[src/rtl/ds_dac_pkg.sv]
// Shared types and constants for the delta-sigma DAC front end.
// Holds the interpolator FSM state type and the midscale helper.
package ds_dac_pkg;

  typedef enum logic [1:0] {
    IDLE,
    RUN,
    STARVED
  } interp_state_t;

  localparam int INTERP_LOG2_MIN = 0;
  localparam int INTERP_LOG2_MAX = 4;

  // Midscale code of an unsigned offset-binary value of the given width.
  function automatic logic [31:0] midscale(input int width);
    return 32'd1 << (width - 1);
  endfunction

endpackage

[src/rtl/interp_input_buffer.sv]
// One-entry input buffer with same-cycle bypass; sample_avail is combinational.
// in_ready is low while the entry is held and rises the cycle after pop.
module interp_input_buffer #(
  parameter int IN_BITS = 16
) (
  input  logic               clk,
  input  logic               reset_n,
  input  logic [IN_BITS-1:0] in_sample,
  input  logic               in_valid,
  output logic               in_ready,
  input  logic               pop,
  output logic               sample_avail,
  output logic [IN_BITS-1:0] sample
);

  logic [IN_BITS-1:0] p;
  logic               p_v;

  assign in_ready     = !p_v;
  // in_valid can only transfer while the entry is empty, so it alone marks a bypass.
  assign sample_avail = p_v || in_valid;
  assign sample       = p_v ? p : in_sample;

  always_ff @(posedge clk) begin
    if (!reset_n) begin
      p   <= '0;
      p_v <= 1'b0;
    end else if (p_v) begin
      if (pop) p_v <= 1'b0;
    end else if (in_valid && !pop) begin
      p   <= in_sample;
      p_v <= 1'b1;
    end
  end

endmodule

[src/rtl/sample_interpolator.sv]
// Linear (SAMPLE_INTERP_LINEAR_EN) or zero-order-hold upsampler feeding the modulator u input.
// u_out updates the cycle after u_take; underrun pulses one cycle after a wrap with no sample.
module sample_interpolator
  import ds_dac_pkg::*;
#(
  parameter int IN_BITS     = 16,
  parameter int INTERP_LOG2 = 2
) (
  input  logic               clk,
  input  logic               reset_n,
  input  logic [IN_BITS-1:0] in_sample,
  input  logic               in_valid,
  output logic               in_ready,
  input  logic               u_take,
  output logic [IN_BITS-1:0] u_out,
  output logic               underrun
);

  localparam int ACC_W = IN_BITS + INTERP_LOG2;
  localparam int PH_W  = (INTERP_LOG2 > 0) ? INTERP_LOG2 : 1;
  localparam logic [PH_W-1:0]    PH_MAX  = PH_W'((1 << INTERP_LOG2) - 1);
  localparam logic [IN_BITS-1:0] MID     = IN_BITS'(midscale(IN_BITS));
  localparam logic [ACC_W-1:0]   ACC_MID = ACC_W'(MID) << INTERP_LOG2;

  logic [IN_BITS-1:0]      b;
  logic [PH_W-1:0]         phase;
  logic [ACC_W-1:0]        acc;
  logic signed [IN_BITS:0] step;
  logic signed [IN_BITS:0] step_next;
  interp_state_t           state_q, state_d;
  logic                    underrun_d;

  logic               wrap;
  logic               pop;
  logic               sample_avail;
  logic [IN_BITS-1:0] sample;

  assign wrap = (phase == PH_MAX);
  assign pop  = u_take && wrap;

  interp_input_buffer #(.IN_BITS(IN_BITS)) u_buf (
    .clk          (clk),
    .reset_n      (reset_n),
    .in_sample    (in_sample),
    .in_valid     (in_valid),
    .in_ready     (in_ready),
    .pop          (pop),
    .sample_avail (sample_avail),
    .sample       (sample)
  );

`ifdef SAMPLE_INTERP_LINEAR_EN
  assign step_next = $signed({1'b0, sample}) - $signed({1'b0, b});
`else
  assign step_next = '0;
`endif

  // The segment start lives in acc at phase 0, so only the end point B is kept.
  always_ff @(posedge clk) begin
    if (!reset_n) begin
      b     <= MID;
      phase <= '0;
      acc   <= ACC_MID;
      step  <= '0;
    end else if (u_take) begin
      if (wrap) begin
        phase <= '0;
        acc   <= ACC_W'(b) << INTERP_LOG2;
        if (sample_avail) begin
          b    <= sample;
          step <= step_next;
        end else begin
          step <= '0;
        end
      end else begin
        phase <= phase + PH_W'(1);
        acc   <= acc + ACC_W'(step);
      end
    end
  end

  assign u_out = acc[ACC_W-1 -: IN_BITS];

  always_ff @(posedge clk) begin
    if (!reset_n) begin
      state_q  <= IDLE;
      underrun <= 1'b0;
    end else begin
      state_q  <= state_d;
      underrun <= underrun_d;
    end
  end

  always_comb begin
    state_d    = state_q;
    underrun_d = 1'b0;
    if (pop) begin
      case (state_q)
        IDLE:    if (sample_avail) state_d = RUN;
        RUN: begin
          if (!sample_avail) begin
            state_d    = STARVED;
            underrun_d = 1'b1;
          end
        end
        STARVED: if (sample_avail) state_d = RUN;
        default: state_d = IDLE;
      endcase
    end
  end

endmodule

[config.mk]
export PLATFORM = sky130hd
export DESIGN_NAME = sample_interpolator
export DESIGN_NICKNAME = d
export VERILOG_FILES = /design/src/rtl/ds_dac_pkg.sv /design/src/rtl/interp_input_buffer.sv /design/src/rtl/sample_interpolator.sv
export SDC_FILE = /design/constraint.sdc
export NUM_CORES = 1
export LEC_CHECK = 0
export ABC_AREA = 1
export ABC_CLOCK_PERIOD_IN_PS = 1700
export CORE_UTILIZATION = 52
export DETAILED_ROUTE_END_ITERATION = 10
export GPL_TIMING_DRIVEN = 0
export PLACE_DENSITY = 0.82
export SLEW_MARGIN = 20
export SYNTH_ARGS = -nofsm -noshare
export SYNTH_HDL_FRONTEND = slang
export SYNTH_SLANG_ARGS = --single-unit
[constraint.sdc]
create_clock -name clk -period 1.7 [get_ports clk]
set_input_delay 0.34 -clock clk [delete_from_list [all_inputs] [get_ports clk]]
set_output_delay 0.34 -clock clk [all_outputs]
set_load 0.005 [all_outputs]
[After elaboration in Yosys (flattened, before gate mapping)]
Index checks and enable logic that the tools add are counted.
Widths: inputs -> output; s select.
Word-level totals
  register bits: 54
  input port bits: 20
  output and inout port bits: 18
Cells by class
  add/subtract/negate cells: 1
  eq/ne operators: 5
  mux-type cells: 9
  bitwise gates (word level): 1
  reduce and logical (&&, ||, !) cells: 12
Operator list (count)
  $mux 16: 1
  $reduce_and 3->1: 3
  $mux 2: 3
  $eq 2x2->1 const B: 2
  $mux 1: 4
  $pmux 2 s2: 1
  $reduce_and 2->1: 2
  $add 2x1->2 const B: 1
  $eq 2x1->1 const B: 1
  $logic_and 1x1->1: 2
  $logic_not 1->1: 2
  $logic_not 2->1: 1
  $ne 2x1->1 const B: 1
  $ne 2x2->1 const B: 1
  $reduce_or 2->1: 1
  $logic_or 1x1->1: 1
  $not 1->1: 1

[Longest topological paths before layout]
Gate-level depths: netlist of the first run.
  depth in word-level cells: 6
  gate-level depth with buffers: 7

[Hierarchy]
Synthesis of the first run repeated with hierarchy kept, for this count alone.
Second synthesis, totals
  cells, all modules: 360
  area, all modules: 2449.8 um2
By module, submodules not included
  sample_interpolator: instances 1, cells an instance 184, area each 1435.1 um2, sequential area each 740.7 um2
  interp_input_buffer: instances 1, cells an instance 176, area each 1014.7 um2, sequential area each 340.3 um2

[Least setup slack after synthesis of the first run]
OpenSTA, ideal clock, no wires.
  kind: register -> register
  start point: register phase[0]
  end point: register b[4]
  library setup time: 116 ps
  data arrival time: 1137 ps
  required time: 1584 ps
  path slack: 447 ps
  stages on the path, launching flop included: 8
  clock period less this slack: 1253 ps
  cells stage by stage: dfxtp_1 ha_1 nand2_4 nor2_8 inv_8 buf_12 nor2_1 nor2_1
Between the ends
  word-level cells in the longest chain between the ends: 2
RTL lines
  from (decl): RTL line sample_interpolator.sv:26  | logic [PH_W-1:0] phase;
  from (signal assigned): RTL line sample_interpolator.sv:76  | phase <= phase + PH_W'(1);
  $eq 2x2->1: RTL line sample_interpolator.sv:38  | assign wrap = (phase == PH_MAX);
  $reduce_and 3->1 (no line)
  to (signal assigned): RTL line sample_interpolator.sv:70  | b <= sample;
  to (decl): RTL line sample_interpolator.sv:25  | logic [IN_BITS-1:0] b;
No other way between the ends.
A chain may end at the register's enable or synchronous reset.

[Worst setup path in the final report of the first run]
  start point: register u_buf.p_v
  end point: output in_ready
Between the ends
  word-level cells in the longest chain between the ends: 1
RTL lines
  from (decl): RTL line interp_input_buffer.sv:17  | logic p_v;
  from (signal assigned): RTL line interp_input_buffer.sv:27  | p_v <= 1'b0;
  from (signal assigned): RTL line interp_input_buffer.sv:29  | if (pop) p_v <= 1'b0;
  from (signal assigned): RTL line interp_input_buffer.sv:32  | p_v <= 1'b1;
  $logic_not 1->1: RTL line interp_input_buffer.sv:19  | assign in_ready = !p_v;
  to (decl): RTL line sample_interpolator.sv:13  | output logic in_ready,
No other way between the ends.

==> results by group, run 1 <==
Floorplan
  • Row cnt: 23
  • IO Pins: 38
  • Starting Density: 0.5508
  • Core area: between 4000 and 5000 um2
  • Chip width: between 60 and 70 um
  • Die height: 67.79 um
  • Die ar.: 4595 um2

GRT
  • Vias in the first global route: between 1,500 and 2,000
  • Global route overflow: 0
  • Initial antenna violation count: 0
  • Largest net degree at the start of global routing: 18
  • GRT Total Usage: 0.2223
  • First-pass GRT wire length: 7.438 mm

Critical path
  • Buf/Inv on CP: 3
  • Required @ worst endpoint: 1360 ps
  • CP Class: flip-flop to primary output
  • CP Launch Type: flip-flop
  • Delay-heaviest family, CP: buffers and inverters
  • Critical path endpoint category: primary output
  • CP peak stage delay: 480 ps
  • Worst path slowest cell: clkdlybuf4s50_1
  • CP arrival: 1300 ps
  • Cell breakdown of the critical path: buf_6 > inv_12 > clkdlybuf4s50_1
  • CP max FO: 4

STA
  • Period utilization: 0.9620
  • Hold Vio Cnt, Final: 0
  • Worst-Margin Slew: around 350 ps
  • Final slew viol count: 0
  • Rel. slew slack: 0.7699
  • Worst Skew: a little under 4 ps
  • Min Tclk post-route: 1635 ps
  • Setup ws final: 64.57 ps
  • Setup Viol. Count Final: 0
  • Maximum clock frequency: 611.5 MHz
  • Unrepaired setup endpoints after global routing: false

Pwr
  • PD cells: slightly below 900 nW/um2
  • Reg power frac: 0.536
  • Clock share of power: 0.346
  • NetSw: 593.0 uW
  • Switch share: 0.2410
  • Logic pwr share: 0.119
  • Leak: 0.001205 uW
  • Int Power: 1868 uW
  • Worst vdd ir: between 0.7 and 0.8 mV

Logic synthesis
  • Post-Synthesis Cell Area: 2251 um2
  • Dominant synthesized flop cell: dfxtp_1
  • Yosys top cell area share: 0.4803
  • FFs w/ async S/R, synth: 0
  • Synthesized flop and latch total: 54
  • Syn Area/Cell: 8.430 um2
  • Seq/Total Area, Yosys: 0.4803
  • Synth cell types: 29
  • Biggest area consumer among synthesized cells: dfxtp_1
  • Ys Warns: 0
  • Number of synthesized flops with an enable pin: 0
  • Syn nets: around 290
  • Syn Inst Count: 267
  • Area contributors post-synth: dfxtp_1, nand2_1, a22o_1

Route
  • Via/cell ratio: 5.154
  • Met1 Wirelength: around 2.1 mm
  • First-pass iteration count of the detailed router: 4
  • Via count: 1,871
  • DRC Markers: 0
  • Wire per inst: 12.92 um
  • Top layer in use: met4
  • Antenna-violating nets left: 0
  • Met2 Routed Length: around 2.3 mm
  • Total wire length: 4.691 mm
  • Met3 Wirelength: 232 um
  • DRT iter0 DRCs: roughly 160

Clocking
  • Clock buffer depth: 2
  • Total CTS buffers: 5
  • Worst skew pair latency: 310 ps
  • Root Buffer: clkbuf_8
  • CTS Hold Bufs: 0
  • H-Tree Depth: 2
  • Num Clock Sinks: 54
  • CTS clk-pin slew, worst paths: 90 ps
  • CTS tree: done

Layout
  • Fillers: roughly 360
  • Number of diodes: 0
  • Ratio of cells with drive above 1 in the final layout: 0.1725
  • NumNets Final: approximately 330
  • Commonest non-fill, non-tap cell in the layout: nand2_1
  • Storage cell area: approximately 1100 um2
  • Multi-input logic area: between 900 and 1000 um2
  • Area Overhead vs Synth: 24.79%
  • Final core utilization: 0.6874
  • Commonest non-fill, non-tap cells in the layout: nand2_1, dfxtp_1, clkdlybuf4s50_1

Placement
  • Final HPWL DP: 3.295 mm
  • Port Buf Inserts: 37
  • Place WS: -55.56 ps
  • Final Wtd Congestion: 0.8047

Job
  • MaxCap Viol Count: 0

Status
  • Outcome: finished, final reports clean

Worst hold path
  • Tightest Hold Check Type: flip-flop to flip-flop
registers in the layout, indices dropped and copies added (netlist names):
register,cells
acc,16
b,16
u_buf.p,16
phase,2
state_q,2
u_buf.p_v,1
underrun,1
power groups by stage:
stage	logic (uW)	registers (uW)	clock network, uW
4_1_cts	289	1320	861
3_3_place_gp	279	1350	0
6_report	292	1320	850
2_1_floorplan	184	1340	0
3_5_place_dp	284	1350	0
5_1_grt	318	1320	915
through the flow:
| stage | cell area [um2] | setup TNS (ps) | hold slack [ps] | instances | total power, uW |
|---|---|---|---|---|---|
| global route | 2809 | 0 | 483.2 | 363 | 2556 |
| floorplan | 2251 | 0 | 429.2 | 267 | 1528 |
| detailed placement | 2684 | -205.9 | 446.2 | 354 | 1631 |
| finish | 2809 | 0 | 469.7 | 363 | 2461 |
| global placement | 2684 | -295.4 | 448.2 | 354 | 1625 |
| CTS | 2801 | 0 | 469.9 | 362 | 2468 |
cells in the mapped netlist, types with 2 or more instances:
cell type	instances
o21ai_0	13
nor2_2	5
inv_8	2
buf_6	5
buf_4	2
a22o_1	15
nor2_4	2
o21ai_1	5
nand3_1	2
a21oi_2	10
a21oi_1	9
nor3_1	2
buf_2	3
inv_1	6
buf_12	2
nand2_1	78
nor2_1	32
dfxtp_1	54
nand2_2	10
routing by layer:
layer	GRT usage	vias to the layer above
li1	-	958
met1	0.2832	860
met2	0.3589	46
met3	0.04561	7
met4	0.1016	0
met5	0	-
layout make-up:
| type | count | area share |
|---|---|---|
| multi-input combinational | 190 | 0.3506 |
| clock buffer | 6 | 0.02584 |
| clock inverter | 2 | 0.01336 |
| tap | 50 | 0.02227 |
| timing repair buffer | 39 | 0.1372 |
| buffer | 12 | 0.04454 |
| inverter | 10 | 0.02138 |
| sequential | 54 | 0.3849 |
tightest hold or removal path: cells and delay by family, from the launching register on:
| family | cells | cell delay (ps) |
|---|---|---|
| DFF | 1 | 340 |
| and+or+nand+nor | 2 | 110 |
kinds of logic (layout without fill, tap and decap cells):
| logic type | Yosys count | after routing | synth area share |
|---|---|---|---|
| AO/OA/AOI/OAI | 53 | 53 | 0.1606 |
| adder cells (fa/ha/maj) | 1 | 1 | 0.005558 |
| buffers and inverters | 23 | 69 | 0.08226 |
| flip-flops | 54 | 54 | 0.4803 |
| AND/OR/NAND/NOR | 136 | 136 | 0.2713 |
worst paths after layout:
path	endpoint	slack, ps	startpoint	cells after the start
worst max-delay path	in_ready	60	u_buf.p_v	3
worst min-delay path	acc[17]	470	b[15]	2
worst max register to register	b[7]	240	phase[0]	7
worst min register to register	acc[17]	470	b[15]	2
timing repair:
item | 4_1_cts | 5_1_grt
gates resized for setup | 1 | 0
setup buffers | 1 | 1
setup endpoints to repair | 1 | 1
(Power assumes the default switching activity.)
==> run 2, diff against run 1 <==
--- a/config.mk
+++ b/config.mk
@@ -7,11 +7,12 @@
 export LEC_CHECK = 0
 export ABC_AREA = 1
 export ABC_CLOCK_PERIOD_IN_PS = 1700
+export CORE_ASPECT_RATIO = 1.4
 export CORE_UTILIZATION = 52
 export DETAILED_ROUTE_END_ITERATION = 10
 export GPL_TIMING_DRIVEN = 0
 export PLACE_DENSITY = 0.82
-export SLEW_MARGIN = 20
+export SLEW_MARGIN = 25
 export SYNTH_ARGS = -nofsm -noshare
 export SYNTH_HDL_FRONTEND = slang
 export SYNTH_SLANG_ARGS = --single-unit
==> run 2 against run 1 <==
The run now ends with design-rule violations left. Maximum frequency shrank 1.7%. Critical path depth is the same. Cell count shrank 2.2%. Clock-buffer cell count shrank 1. Global-route usage grew 0.18 points. Utilization grew 0.30 points. Total power grew 1.7%. Critical endpoint unchanged. Largest power group unchanged. Highest routed layer unchanged.
==> results by group, run 2 (synthesis results as in run 1) <==
Status
  • Outcome: complete, but fails checks (was finished, final reports clean)
  • Failing checks: design-rule violations

Route
  • Wire per inst: 13.07 um (was 12.92 um)
  • Met2 Routed Length: 2.386 mm (was 2.297 mm)
  • Total wire length: 4.641 mm (was 4.691 mm)
  • Antenna-violating nets left: 0 (unchanged)
  • Met1 Wirelength: 2.004 mm (was 2.082 mm)
  • Met3 Wirelength: 183 um (was 232 um)
  • Via count: 1,862 (was 1,871)
  • First-pass iteration count of the detailed router: 7 (was 4)
  • DRT iter0 DRCs: 71 (was 157)
  • DRC Markers: 2 (was 0)
  • Via/cell ratio: 5.245 (was 5.154)
  • Top layer in use: met4 (unchanged)

Worst hold path
  • Tightest Hold Check Type: flip-flop to flip-flop (unchanged)
  • WHS Path Cells: 2 (unchanged)
  • Worst hold endpoint: u_buf.p[3] (was acc[17])
  • Hold path startpoint: u_buf.p[3] (was b[15])

Floorplan
  • Starting Density: 0.5552 (was 0.5508)
  • Die ar.: 4599 um2 (was 4595 um2)
  • Row cnt: 27 (was 23)
  • Die height: 79.85 um (was 67.79 um)
  • IO Pins: 38 (unchanged)
  • Chip width: 57.61 um (was 67.79 um)
  • Core area: 4054 um2 (was 4086 um2)

Critical path
  • CP peak stage delay: 480 ps (about the same)
  • Cell breakdown of the critical path: buf_6 > inv_12 > clkdlybuf4s50_1 (unchanged)
  • WP depth: 3 (unchanged)
  • Reg2Reg Depth: 8 (was 7)
  • CP max FO: 10 (was 4)
  • Reg-to-Reg End: u_buf.p[11] (was b[7])
  • CP arrival: 1320 ps (was 1300 ps)
  • Delay-heaviest family, CP: buffers and inverters (unchanged)
  • CP Launch Type: flip-flop (unchanged)
  • Required @ worst endpoint: 1360 ps (about the same)
  • Reg-to-Reg Start: u_buf.p_v (was phase[0])
  • Reg2Reg Setup Slack: 280 ps (was 240 ps)
  • Worst path slowest cell: clkdlybuf4s50_1 (unchanged)
  • Buf/Inv on CP: 3 (unchanged)
  • Critical path endpoint category: primary output (unchanged)
  • CP Class: flip-flop to primary output (unchanged)
  • Setup crit start: u_buf.p_v (unchanged)

Pwr
  • Int Power: 1876 uW (was 1868 uW)
  • Switch share: 0.2500 (was 0.2410)
  • Leak: 0.001208 uW (was 0.001205 uW)
  • Overall Power: 2502 uW (was 2461 uW)
  • NetSw: 625.5 uW (was 593.0 uW)
  • Reg power frac: 0.527 (was 0.536)
  • Worst vdd ir: 0.7471 mV (was 0.7607 mV)
  • PD cells: 893.8 nW/um2 (was 876.1 nW/um2)
  • Logic pwr share: 0.115 (was 0.119)
  • Clock share of power: 0.358 (was 0.346)

Layout
  • Top Registers: acc x16, b x16, u_buf.p x16 (unchanged)
  • Ratio of cells with drive above 1 in the final layout: 0.1731 (was 0.1725)
  • NumNets Final: 332 (was 333)
  • Area Overhead vs Synth: 24.35% (was 24.79%)
  • Commonest non-fill, non-tap cells in the layout: nand2_1, dfxtp_1, clkdlybuf4s50_1 (unchanged)
  • Commonest non-fill, non-tap cell in the layout: nand2_1 (unchanged)
  • Final cell count without fillers: 355 (was 363)
  • Post-Layout Inst Area: 2799 um2 (was 2809 um2)
  • Number of diodes: 0 (unchanged)
  • Final core utilization: 0.6904 (was 0.6874)

STA
  • Period utilization: 0.9783 (was 0.9620)
  • Hold Vio Cnt, Final: 0 (unchanged)
  • Worst-Margin Slew: 352.7 ps (was 345.2 ps)
  • Setup Viol. Count Final: 0 (unchanged)
  • Unrepaired setup endpoints after global routing: false (unchanged)
  • Final slew viol count: 0 (unchanged)
  • Rel. slew slack: 0.7649 (was 0.7699)
  • Min Tclk post-route: 1663 ps (was 1635 ps)
  • Worst hold slack: 473.5 ps (was 469.7 ps)
  • Worst Skew: 11.38 ps (was 3.855 ps)
  • Maximum clock frequency: 601.3 MHz (was 611.5 MHz)

GRT
  • First-pass GRT wire length: 7.762 mm (was 7.438 mm)
  • Global route overflow: 0 (unchanged)
  • GRT Total Usage: 0.2241 (was 0.2223)
  • Initial antenna violation count: 0 (unchanged)
  • Vias in the first global route: 1,731 (was 1,659)
  • Largest net degree at the start of global routing: 19 (was 18)

Job
  • MaxCap Viol Count: 0 (unchanged)

Clocking
  • Root Buffer: clkbuf_8 (unchanged)
  • Total CTS buffers: 5 (unchanged)
  • Worst skew pair latency: 320 ps (was 310 ps)
  • H-Tree Depth: 2 (unchanged)
  • CTS Hold Bufs: 0 (unchanged)
  • CTS tree: done (unchanged)
  • CTS clk-pin slew, worst paths: 100 ps (was 90 ps)
  • Num Clock Sinks: 54 (unchanged)
  • Clock buffer depth: 2 (unchanged)

Placement
  • DP Cell Count: 347 (was 354)
  • Final HPWL DP: 3.215 mm (was 3.295 mm)
  • Dpl cell area: 2675 um2 (was 2684 um2)
  • Port Buf Inserts: 37 (unchanged)
  • Final Wtd Congestion: 0.7912 (was 0.8047)
run 2: changes by cell type in the layout (fill, tap and decap cells not counted):
cell,previous run,this run
inv_6,0,2
clkbuf_1,2,1
clkinvlp_4,1,0
buf_4,4,3
run 2: through the flow:
step                TNS [ps]  setup WS [ps]
floorplan                  0          446.8
global placement      -204.1         -49.14
detailed placement    -267.1         -61.04
CTS                        0          28.24
global route               0          1.441
finish                     0          36.85
run 2: worst max-delay path by stage:
stage                     slack, ps       end
after floorplan                 450      b[4]
after global placement          -50      b[6]
after detailed placement        -60      b[7]
after CTS                        30  in_ready
after global routing              1  in_ready
final                            40  in_ready
run 2: worst reg2reg max path: stages (launching register included):
cell and delay [ps]:
dfxtp_1 320, buf_6 150, inv_12 60, buf_4 220, nand3_4 170, inv_4 130
buf_12 150, nand2_2 50, a21oi_2 110
run 2: timing repair:
action | in CTS | in global routing
gates resized for setup | 1 | 0
endpoints found under the setup margin | 1 | 0
setup buffers | 1 | 0
run 2: routing by layer:
layer	vias up	GRT usage
met5	-	0
met4	0	0.08049
met3	5	0.04862
met2	38	0.3884
met1	867	0.2682
li1	952	-
run 2: layout make-up:
cell class                      instances  area [um2]
Buffer                                 12       125.1
Multi-Input combinational cell        190       984.7
Clock inverter                          3       47.55
Sequential cell                        54        1081
Fill cell                             337        1255
Inverter                               10       60.06
Tap cell                               43       53.80
Clock buffer                            5       68.82
Timing Repair Buffer                   38       377.9
run 2: power by group through the flow:
stage	Sequential, uW	Clock (uW)	Combinational [uW]
2_1_floorplan	1340	0	184
6_report	1320	895	287
3_5_place_dp	1350	0	284
4_1_cts	1320	906	289
3_3_place_gp	1350	0	281
5_1_grt	1320	954	319
